## src/rtl/opi_panel_sampler_if.sv

```systemverilog
// Panel-side signal bundle for opi_panel_sampler: raw switches and lock request in, clean caps out.
// glitch_cnt_o exists only when OPI_GLITCH_CNT_EN is defined.
interface opi_panel_sampler_if;
  logic [1:0] sw_i;
  logic       lock_i;
  logic       puc_cap0_o;
  logic       puc_cap1_o;
  logic       valid_o;
  logic       locked_o;
`ifdef OPI_GLITCH_CNT_EN
  logic [7:0] glitch_cnt_o;

  modport master (output sw_i, output lock_i,
                  input puc_cap0_o, input puc_cap1_o, input valid_o, input locked_o,
                  input glitch_cnt_o);
  modport slave  (input sw_i, input lock_i,
                  output puc_cap0_o, output puc_cap1_o, output valid_o, output locked_o,
                  output glitch_cnt_o);
`else
  modport master (output sw_i, output lock_i,
                  input puc_cap0_o, input puc_cap1_o, input valid_o, input locked_o);
  modport slave  (input sw_i, input lock_i,
                  output puc_cap0_o, output puc_cap1_o, output valid_o, output locked_o);
`endif
endinterface

```

## src/rtl/opi_panel_sampler.sv

```systemverilog
// Synchronises and debounces the two operator-panel capability switches and freezes them on lock.
// Optional saturating glitch counter enabled by OPI_GLITCH_CNT_EN.
//
// state  | meaning
// SETTLE | waiting for both debouncers to be quiet for DB_CYCLES; caps forced to 0
// RUN    | caps follow the debounced levels, valid_o=1
// LOCKED | caps frozen at their lock-time value until reset
module opi_panel_sampler #(
  parameter int SYNC_STAGES = 2,
  parameter int DB_CYCLES   = 1024
) (
  input  logic               clk_i,
  input  logic               reset_i,
  opi_panel_sampler_if.slave pnl
);
  localparam int CNT_W = $clog2(DB_CYCLES + 1);
  localparam logic [CNT_W-1:0] TC = CNT_W'(DB_CYCLES - 1);

  typedef enum logic [1:0] {ST_SETTLE, ST_RUN, ST_LOCKED} state_t;

  state_t           state, state_nxt;
  logic [1:0]       sync_q [SYNC_STAGES];
  logic [1:0]       syn;
  logic [1:0]       stb, stb_nxt;
  logic [CNT_W-1:0] db_cnt [2];
  logic [CNT_W-1:0] db_nxt [2];
  logic [CNT_W-1:0] settle_cnt;
  logic [1:0]       cap_q;

  assign syn = sync_q[SYNC_STAGES-1];

  always_ff @(posedge clk_i or negedge reset_i) begin
    if (!reset_i) begin
      for (int i = 0; i < SYNC_STAGES; i++) sync_q[i] <= '0;
    end else begin
      sync_q[0] <= pnl.sw_i;
      for (int i = 1; i < SYNC_STAGES; i++) sync_q[i] <= sync_q[i-1];
    end
  end

  // A mismatch must persist for DB_CYCLES consecutive cycles before it is accepted.
  always_comb begin
    stb_nxt = stb;
    for (int n = 0; n < 2; n++) begin
      db_nxt[n] = db_cnt[n];
      if (syn[n] != stb[n]) begin
        if (db_cnt[n] == TC) begin
          stb_nxt[n] = syn[n];
          db_nxt[n]  = '0;
        end else begin
          db_nxt[n] = db_cnt[n] + CNT_W'(1);
        end
      end else if (db_cnt[n] != '0) begin
        db_nxt[n] = '0;
      end
    end
  end

  always_ff @(posedge clk_i or negedge reset_i) begin
    if (!reset_i) begin
      stb       <= '0;
      db_cnt[0] <= '0;
      db_cnt[1] <= '0;
    end else begin
      stb       <= stb_nxt;
      db_cnt[0] <= db_nxt[0];
      db_cnt[1] <= db_nxt[1];
    end
  end

  always_comb begin
    state_nxt = state;
    unique case (state)
      ST_SETTLE: if (settle_cnt == TC) state_nxt = ST_RUN;
      ST_RUN:    if (pnl.lock_i) state_nxt = ST_LOCKED;
      ST_LOCKED: state_nxt = ST_LOCKED;
      default:   state_nxt = ST_SETTLE;
    endcase
  end

  always_ff @(posedge clk_i or negedge reset_i) begin
    if (!reset_i) state <= ST_SETTLE;
    else          state <= state_nxt;
  end

  // Caps load the next-cycle stb so they change on the same edge as the debounced level.
  always_ff @(posedge clk_i or negedge reset_i) begin
    if (!reset_i) begin
      settle_cnt <= '0;
      cap_q      <= '0;
    end else begin
      if (state == ST_SETTLE) begin
        if (db_cnt[0] == '0 && db_cnt[1] == '0) settle_cnt <= settle_cnt + CNT_W'(1);
        else                                    settle_cnt <= '0;
      end
      if (state_nxt == ST_SETTLE)  cap_q <= '0;
      else if (state != ST_LOCKED) cap_q <= stb_nxt;
    end
  end

  assign pnl.puc_cap0_o = cap_q[0];
  assign pnl.puc_cap1_o = cap_q[1];
  assign pnl.valid_o    = (state != ST_SETTLE);
  assign pnl.locked_o   = (state == ST_LOCKED);

`ifdef OPI_GLITCH_CNT_EN
  logic [1:0] rej;
  logic [7:0] glitch_q;
  logic [8:0] glitch_sum;

  always_comb begin
    for (int n = 0; n < 2; n++) rej[n] = (syn[n] == stb[n]) && (db_cnt[n] != '0);
    glitch_sum = {1'b0, glitch_q} + 9'(rej[0]) + 9'(rej[1]);
  end

  always_ff @(posedge clk_i or negedge reset_i) begin
    if (!reset_i)          glitch_q <= '0;
    else if (glitch_sum[8]) glitch_q <= 8'hFF;
    else                   glitch_q <= glitch_sum[7:0];
  end

  assign pnl.glitch_cnt_o = glitch_q;
`endif
endmodule

```

## src/flat_wrapper.sv

```systemverilog
// flat-port wrapper written by rule: the top's interface ports become plain ports
module opi_panel_sampler_flat 
#(
  parameter int SYNC_STAGES = 2,
  parameter int DB_CYCLES   = 1024
)
  (clk_i, reset_i, pnl_sw_i, pnl_lock_i, pnl_puc_cap0_o, pnl_puc_cap1_o, pnl_valid_o, pnl_locked_o);
  opi_panel_sampler_if pnl_i ();
  input  logic clk_i;
  input  logic reset_i;
  input wire logic [$bits(pnl_i.sw_i)-1:0] pnl_sw_i;
  input wire logic [$bits(pnl_i.lock_i)-1:0] pnl_lock_i;
  output wire logic [$bits(pnl_i.puc_cap0_o)-1:0] pnl_puc_cap0_o;
  output wire logic [$bits(pnl_i.puc_cap1_o)-1:0] pnl_puc_cap1_o;
  output wire logic [$bits(pnl_i.valid_o)-1:0] pnl_valid_o;
  output wire logic [$bits(pnl_i.locked_o)-1:0] pnl_locked_o;
  assign pnl_i.sw_i = pnl_sw_i;
  assign pnl_i.lock_i = pnl_lock_i;
  assign pnl_puc_cap0_o = pnl_i.puc_cap0_o;
  assign pnl_puc_cap1_o = pnl_i.puc_cap1_o;
  assign pnl_valid_o = pnl_i.valid_o;
  assign pnl_locked_o = pnl_i.locked_o;
  opi_panel_sampler #(.SYNC_STAGES(SYNC_STAGES), .DB_CYCLES(DB_CYCLES)) u_core (.clk_i(clk_i), .reset_i(reset_i), .pnl(pnl_i));
endmodule
```

## config.mk

```make
export PLATFORM = sky130hd
export DESIGN_NAME = opi_panel_sampler_flat
export DESIGN_NICKNAME = d
export VERILOG_FILES = /design/src/rtl/opi_panel_sampler_if.sv /design/src/rtl/opi_panel_sampler.sv /design/src/flat_wrapper.sv
export SDC_FILE = /design/constraint.sdc
export NUM_CORES = 1
export LEC_CHECK = 0
export ABC_CLOCK_PERIOD_IN_PS = 2150
export CORE_MARGIN = 2
export CORE_UTILIZATION = 31
export CTS_CLUSTER_DIAMETER = 60
export DETAILED_ROUTE_END_ITERATION = 10
export PLACE_DENSITY = 0.42
export SKIP_CTS_REPAIR_TIMING = 1
export SLEW_MARGIN = 20
export SYNTH_ARGS = -nofsm -noshare
export SYNTH_HDL_FRONTEND = slang
export SYNTH_SLANG_ARGS = --single-unit
```

## constraint.sdc

```tcl
create_clock -name clk_i -period 2.15 [get_ports clk_i]
set_input_delay 0.43 -clock clk_i [delete_from_list [all_inputs] [get_ports clk_i]]
set_output_delay 0.43 -clock clk_i [all_outputs]
set_load 0.02 [all_outputs]
```

* Yosys cells after proc, flatten, opt, wreduce, memory -nomap -nowiden
Index checks and enable logic that the tools add are counted.
** Storage, ports and cells
- Bits of input ports :: 5
- Output and inout port bits :: 4
- Word-level logic and storage cells :: 46
- Bits in registers :: 43
** Operators by class
- Add/sub/neg operators :: 3
- Reduce and logical (&&, ||, !) cells :: 11
- Muxes and demuxes :: 16
- Eq/ne operators :: 8
** Operators by type and width (number)
- $mux W11 :: 7
- $add A11 B1 Y11 const B :: 3
- $eq A11 B10 Y1 const B :: 3
- $logic_not A11 Y1 :: 2
- $reduce_bool A11 Y1 :: 2
- $mux W2 :: 4
- $reduce_bool A2 Y1 :: 4
- $pmux W2 S3 :: 1
- $logic_not A2 Y1 :: 2
- $mux W1 :: 4
- $eq A2 B1 Y1 const B :: 1
- $eq A2 B2 Y1 const B :: 1
- $ne A1 B1 Y1 :: 2
- $ne A2 B2 Y1 const B :: 1
- $logic_and A1 B1 Y1 :: 1

* Logic depth before layout (Yosys ltp)
Gate-level depths: netlist of the first run.
- Depth after elaboration :: 5
- Gate-level depth with buffers :: 6
- Gate-level depth less buffers :: 5

* Least setup slack after synthesis of the first run
Ideal clock, no wire load.
- Path kind :: register to register
- Start :: reg u_core.db_cnt[11] (netlist bit)
- End :: reg u_core.db_cnt[12] (netlist bit)
- Stages on the path, launching flop included :: 7
- Setup slack :: 0.532 ns
- Path buffers :: 1
- Period minus slack after synthesis :: 1.618 ns
- Data required time :: 2.018 ns
- Data arrival time :: 1.485 ns
- Setup time :: 0.132 ns
- Cells stage by stage :: dfrtp_1 -> ha_1 -> nand4_1 -> nor4b_1 -> nand2b_1 -> buf_2 -> o32ai_1
** Between the ends
- Longest elaborated chain between the ends :: 3
- Elaborated cells between the ends (all ways) :: 6
- Classes of those cells :: 1 x add/sub; 1 x eq/ne; 2 x mux; 2 x reduce/logical
** RTL lines
- from (decl) :: RTL line opi_panel_sampler.sv:25 : logic [CNT_W-1:0] db_cnt [2];
- $add A11 B1 Y11 / $eq A11 B10 Y1 (equally long branches) :: RTL line opi_panel_sampler.sv:51, opi_panel_sampler.sv:47
- $mux W11 :: RTL line opi_panel_sampler.sv:47 : if (db_cnt[n] == TC) begin
- $mux W11 :: RTL line opi_panel_sampler.sv:46 : if (syn[n] != stb[n]) begin
Parallel ways exist; a longest one is shown, timed or not.
A chain may end at the register's enable or synchronous reset.

* Worst setup path after layout of the first run
- Start :: reg u_core.state[0]
- End :: out pnl_locked_o
** Between the ends
- Longest elaborated chain between the ends :: 1
** RTL lines
- from (decl) :: RTL line opi_panel_sampler.sv:21 : state_t state, state_nxt;
- from (signal assigned) :: RTL line opi_panel_sampler.sv:83 : else state <= state_nxt;
- $eq A2 B2 Y1 :: RTL line opi_panel_sampler.sv:104 : assign pnl.locked_o = (state == ST_LOCKED);
- to (decl) :: RTL line flat_wrapper.sv:16 : output wire logic [$bits(pnl_i.locked_o)-1:0] pnl_locked_o;
Every way passes these cells.

==> metrics.yaml, run 1 <==
clock_tree:
  clockBufferDepth: 2
  clkTransAtPathRegs_ns: 0.08
  cts_sinks: 43
  h-tree-depth: 2
  cts_buffers: 5
  cts_root_buf: "clkbuf_8"
  clock_latency_ns: 0.29
  cts_tree: "built"
route:
  totalWireLength_mm: 3.63
  ant_nets: 0
  vias_per_cell: 4.84
  first_pass_iters: 4
  drtIter0Drc: 40
  num_vias: 1399
  drc: 0
  wl_per_cell_um: 12.6
timing:
  setup_tns_ns: 0
  slew_viol_final: 0
  fmax_mhz: 490
  fin_worst_skew_ns: 0.00285
  timing.final.crit_share: 0.950
  relSlewSlack: 0.625
  max_slew.worst_pin.slew_ns: 0.562
  setup_viol: 0
  finalHoldViolCount: 0
  fin_crit_ns: 2.04
  rsz0062_at_grt: "no"
yosys:
  syn_inst: 196
  syn-mean-instance-area_um2: 10.4
  netlist.area_leader.share: 0.529
  synth_area_leader_cell: "dfrtp_1"
  synthesis.nets: 206
  synth_area_leaders: "dfrtp_1 (53%), xnor2_1 (5.6%), xor2_1 (5.2%)"
  synth_edf_count: 0
  synth_area_um2: 2030
  yosysSeqAreaShare: 0.529
  ys.warnings.count: 0
  async_flop_share: 1.00
  ys_seq_elements: 43
  synth-main-ff-cell: "dfrtp_1"
  yosysUniqueCellTypes: 37
run:
  cap_violations: 0
worst_setup_path:
  crit_path_max_incr_delay_ns: 0.66
  worst-path-max-fanout: 4
  end_kind: "primary output"
  rrSetupSlack_ns: 0.26
  worst_ep_arrival_time_ns: 1.61
  crit_required_ns: 1.72
  crit_type: "reg -> out"
  crit_path_cell_trace: "nor2b_1 > clkdlybuf4s50_1"
  critical_path.top_delay_family: "buffers and inverters"
  crit_buf_inv: 1
  startpoint_type: "register"
  crit_slowest_cell: "clkdlybuf4s50_1"
pwr:
  power_density_nw_per_um2: 750
  p_leak_nw: 0.984
  peakVddDrop_uv: 367
finish:
  nets: 221
  drive_above_1_share: 0.0660
  fin_area_um2: 2300
  antenna_cells: 0
  syn2layout_area_growth_pct: 12.9
  fillers: 628
  instances_no_fill: 289
placed_design:
  dp_hpwl_mm: 2.60
  place.gp.congestion: 0.717
  port-buffer-count: 8
  placed_cells: 281
  place_area_um2: 2210
hold_path:
  hold_class: "in -> async"
floorplanning:
  die_w_um: 85.0
  initial_utilization: 0.320
  pin_count: 9
  fp.dieH_um: 85.0
  rows: 29
  dieArea_um2: 7230
  coreArea_um2: 6350
global_route:
  grt_pass1_wl_mm: 6.49
  grt_usage: 0.112
  grt_antenna_before_repair: 0
  overflow: 0
  grt_pass1_vias: 1459
  grt_start_max_net_pins: 44
status:
  outcome: "completed"
-- report_power, final --
| part | switching (mW) | internal [mW] | total, mW |
|---|---|---|---|
| clock network | 0.280 | 0.226 | 0.506 |
| registers | 0.0594 | 0.861 | 0.920 |
| logic | 0.181 | 0.115 | 0.297 |
| total | 0.521 | 1.20 | 1.72 |
-- final cells by class --
| cell class | instances | area [um^2] | share of cell area |
|---|---|---|---|
| clock buffer | 5 | 68.8 | 0.0300 |
| clock inverter | 3 | 20.0 | 0.00871 |
| inverter | 14 | 52.6 | 0.0229 |
| multi-input combinational | 136 | 886 | 0.386 |
| sequential | 43 | 1080 | 0.468 |
| tap | 77 | 96.3 | 0.0419 |
| timing repair buffer | 11 | 97.6 | 0.0425 |
-- path summary, 6_finish.rpt --
path / start / end / cells past startpoint
max reg2reg: u_core.db_cnt[11] / u_core.db_cnt[12] / 5
min in group clk_i: u_core.sync_q[3] / u_core.syn[1] / 0
max in group asynchronous: reset_i / u_core.state[0] / 2
max: u_core.state[0] / pnl_locked_o / 2
min: reset_i / u_core.db_cnt[18] / 2
min reg2reg: u_core.sync_q[3] / u_core.syn[1] / 0
-- per-stage QoR --
stage	setup WS [ns]	total power, mW	utilization	hold WS [ns]
after floorplan	0.532	1.16	-	0.134
after global placement	0.325	1.23	0.348	0.337
after detailed placement	0.232	1.24	0.348	0.338
after CTS	0.0673	1.76	0.362	0.225
after global routing	0.00700	1.85	0.362	0.246
final	0.108	1.72	0.362	0.209
-- logic make-up (layout without fill, tap and decap cells) --
family | Yosys count | in the layout | share of synthesized area
xor+xnor | 25 | 25 | 0.108
buf+inv | 17 | 33 | 0.0357
simple gates | 79 | 79 | 0.198
fa+ha+maj | 5 | 5 | 0.0308
mux | 3 | 3 | 0.0154
flops | 43 | 43 | 0.529
compound gates | 24 | 24 | 0.0836
-- cell usage after synthesis (3+ instances only) --
library cell	n
dfrtp_1	43
nor2_1	23
inv_1	14
xnor2_1	13
xor2_1	12
nand3_1	11
nand2_1	10
a21oi_1	7
nand4_1	6
nor3_1	6
ha_1	5
nor4_1	5
o21ai_0	4
and3_1	3
nand2b_1	3
nor2b_1	3
o31ai_1	3
-- placed cells by master (no fill, tap or decap), drive strengths merged --
| cell type | netlist | routed |
|---|---|---|
| dfrtp | 43 | 43 |
| nor2 | 23 | 23 |
| inv | 14 | 14 |
| xnor2 | 13 | 13 |
| xor2 | 12 | 12 |
| nand3 | 11 | 11 |
| nand2 | 10 | 10 |
| a21oi | 7 | 7 |
| clkdlybuf4s50 | 0 | 7 |
| nand4 | 6 | 6 |
| nor3 | 6 | 6 |
| nor4 | 5 | 5 |
| ha | 5 | 5 |
| clkbuf | 1 | 5 |
| o21ai | 4 | 4 |
| buf | 2 | 4 |
| nand2b | 3 | 3 |
| and3 | 3 | 3 |
| nor2b | 3 | 3 |
| o31ai | 3 | 3 |
| o21bai | 2 | 2 |
| mux2i | 2 | 2 |
| nand4b | 2 | 2 |
| a22o | 2 | 2 |
| o32ai | 2 | 2 |
| clkinvlp | 0 | 2 |
| and4 | 1 | 1 |
| or4 | 1 | 1 |
| nor4b | 1 | 1 |
| o41a | 1 | 1 |
| or2 | 1 | 1 |
| a22oi | 1 | 1 |
| o311a | 1 | 1 |
| nor3b | 1 | 1 |
| o2bb2ai | 1 | 1 |
| mux2 | 1 | 1 |
| and2 | 1 | 1 |
| or3 | 1 | 1 |
| clkinv | 0 | 1 |
-- sequential cells by signal, summed over array words and instances (netlist names) --
register           flops
u_core.db_cnt         22
u_core.settle_cnt     11
u_core.sync_q          2
u_core.syn             2
u_core.stb             2
u_core.cap_q           2
u_core.state           2
-- layer usage --
metal,wire [um],GRT usage,vias up,share of wire
met5,0,0,-,0
met4,24,0.0361,0,0.0066
met3,96,0.0321,2,0.026
met2,1670,0.173,13,0.46
met1,1850,0.153,678,0.51
li1,-,-,706,-
Power figures use the tool's default switching activity.
==> inputs of run 2 (changes only) <==
--- a/config.mk
+++ b/config.mk
@@ -10,8 +10,8 @@
 export CORE_UTILIZATION = 31
 export CTS_CLUSTER_DIAMETER = 60
 export DETAILED_ROUTE_END_ITERATION = 10
+export GPL_ROUTABILITY_DRIVEN = 0
 export PLACE_DENSITY = 0.42
-export SKIP_CTS_REPAIR_TIMING = 1
 export SLEW_MARGIN = 20
 export SYNTH_ARGS = -nofsm -noshare
 export SYNTH_HDL_FRONTEND = slang
==> results of run 2 <==
Final layout, timing and power as in run 1 (identical DEF).
==> inputs of run 3 (changes only) <==
--- a/config.mk
+++ b/config.mk
@@ -5,13 +5,14 @@
 export SDC_FILE = /design/constraint.sdc
 export NUM_CORES = 1
 export LEC_CHECK = 0
-export ABC_CLOCK_PERIOD_IN_PS = 2150
+export ABC_CLOCK_PERIOD_IN_PS = 1900
 export CORE_MARGIN = 2
 export CORE_UTILIZATION = 31
 export CTS_CLUSTER_DIAMETER = 60
 export DETAILED_ROUTE_END_ITERATION = 10
 export GPL_ROUTABILITY_DRIVEN = 0
 export PLACE_DENSITY = 0.42
+export REMOVE_ABC_BUFFERS = 1
 export SLEW_MARGIN = 20
 export SYNTH_ARGS = -nofsm -noshare
 export SYNTH_HDL_FRONTEND = slang
==> constraint.sdc (replaced) <==
create_clock -name clk_i -period 1.9 [get_ports clk_i]
set_input_delay 0.38 -clock clk_i [delete_from_list [all_inputs] [get_ports clk_i]]
set_output_delay 0.38 -clock clk_i [all_outputs]
set_load 0.02 [all_outputs]
==> metrics.yaml, run 3 (synthesis results as in run 1) <==
global_route:
  grt_pass1_vias: 1587
  grt_pass1_wl_mm: 7.30
  gr-usage-met3: 0.0311
  grt_start_max_net_pins: 24
  busiest_layer: "met2"
  grt_antenna_before_repair: 0
  use_met1: 0.173
  overflow: 0
  met2_usage: 0.197
  grt_usage: 0.126
pwr:
  p_leak_nw: 1.06
  peakVddDrop_uv: 393
  power_density_nw_per_um2: 843
worst_setup_path:
  startpoint_type: "register"
  crit_type: "reg -> reg"
  end_kind: "register"
  worst-path-max-fanout: 4
  crit_required_ns: 2.08
  worst_ep_arrival_time_ns: 1.96
  rrSetupSlack_ns: 0.12
status:
  outcome: "completed"
clock_tree:
  h-tree-depth: 2
  clock_latency_ns: 0.30
  postCtsHoldBufs: 0
  cts_root_buf: "clkbuf_8"
  clockBufferDepth: 2
  clkTransAtPathRegs_ns: 0.09
  cts_tree: "built"
  cts_buffers: 5
  cts_sinks: 43
route:
  vias_per_cell: 4.98
  drtIter0Drc: 49
  first_pass_iters: 4
  num_vias: 1499
  drc: 0
  ant_nets: 0
  wl_per_cell_um: 13.3
  totalWireLength_mm: 3.99
finish:
  largest_reg_flops: 22
  drive_above_1_share: 0.143
  fillers: 650
  antenna_cells: 0
  mostFrequentLayoutCells: "dfrtp_1 (43), nor2_1 (23), inv_1 (14), buf_4 (14), xnor2_1 (13)"
  nets: 233
  syn2layout_area_growth_pct: 20.3
  regArea_um2: 1080
  multiInputGateArea_um2: 931
  reg_top3: "u_core.db_cnt x22, u_core.settle_cnt x11"
  regMostFlops: "u_core.db_cnt"
  final_common_cell: "dfrtp_1"
timing:
  relSlewSlack: 0.667
  timing.final.crit_share: 0.936
  fmax_mhz: 562
  fin_ws_ns: 0.121
  slew_viol_final: 0
  finalHoldViolCount: 0
  max_slew.worst_pin.slew_ns: 0.499
  rsz0062_at_grt: "yes"
  fin_crit_ns: 1.78
  fin_worst_skew_ns: 0.00408
  setup_viol: 0
  setup_tns_ns: 0
floorplanning:
  pin_count: 9
  dieArea_um2: 7230
  die_w_um: 85.0
  coreArea_um2: 6350
  fp.dieH_um: 85.0
  rows: 29
  initial_utilization: 0.320
placed_design:
  pre_cts_ws_ns: -0.00834
  port-buffer-count: 8
  dp_hpwl_mm: 2.90
run:
  cap_violations: 0
hold_path:
  hold_class: "in -> async"
[run 3: changes by cell type in the layout (fill, tap and decap cells not counted), sizes merged]
| cell | delta |
|---|---|
| clkinv | +1 |
| clkdlybuf4s50 | -2 |
| clkinvlp | -1 |
| buf | +12 |
| dlygate4sd2 | +2 |
[run 3: worst paths after layout]
| path | start | to | cells after the start |
|---|---|---|---|
| min | reset_i | u_core.db_cnt[4] | 1 |
| min reg2reg | u_core.sync_q[2] | u_core.syn[0] | 0 |
| max reg2reg | u_core.db_cnt[11] | u_core.cap_q[0] | 6 |
| min in group clk_i | u_core.sync_q[2] | u_core.syn[0] | 0 |
| max in group asynchronous | reset_i | u_core.settle_cnt[8] | 2 |
| max | u_core.db_cnt[11] | u_core.cap_q[0] | 6 |
[run 3: metrics by stage]
step	util	instances	power [mW]	hold slack (ns)	cell area [um^2]
2_1_floorplan	-	193	1.29	0.0844	2010
5_1_grt	0.385	301	2.22	0.0611	2450
6_report	0.385	301	2.06	0.0400	2450
4_1_cts	0.377	299	2.06	0.0516	2390
3_3_place_gp	0.362	291	1.43	0.340	2300
3_5_place_dp	0.362	291	1.44	0.342	2300
[run 3: layout make-up]
class	instances	area share
clock buffers	5	0.0281
clock inverters	3	0.0102
inverters	14	0.0215
multi-input cells	136	0.380
flip-flops and latches	43	0.440
well taps	77	0.0394
repair buffers	23	0.0808
[run 3: critical path: stages (launching register included)]
cell and delay [ns]:
dfrtp_1 0.44, ha_4 0.17, nand4_1 0.20, nor4b_2 0.36, buf_4 0.17, mux2i_4 0.22
o21ai_0 0.10
[run 3: timing repair]
| action | CTS | global route |
|---|---|---|
| setup buffers | 0 | 2 |
| pin swaps | 0 | 1 |
| setup endpoints to repair | 3 | 15 |
| resized for setup | 3 | 7 |
[run 3: where the power goes]
group / internal (mW) / total, mW / switching [mW] / leakage, nW
Sequential: 0.974 / 1.04 / 0.0684 / 0.583
Combinational: 0.189 / 0.422 / 0.233 / 0.436
Clock: 0.263 / 0.599 / 0.336 / 0.0443
[run 3: layer usage]
metal,share of wire,wire length [um],vias to the layer above
met5,0,0,-
met4,0.014,55,0
met3,0.026,105,5
met2,0.47,1890,19
met1,0.49,1940,743
li1,-,-,732
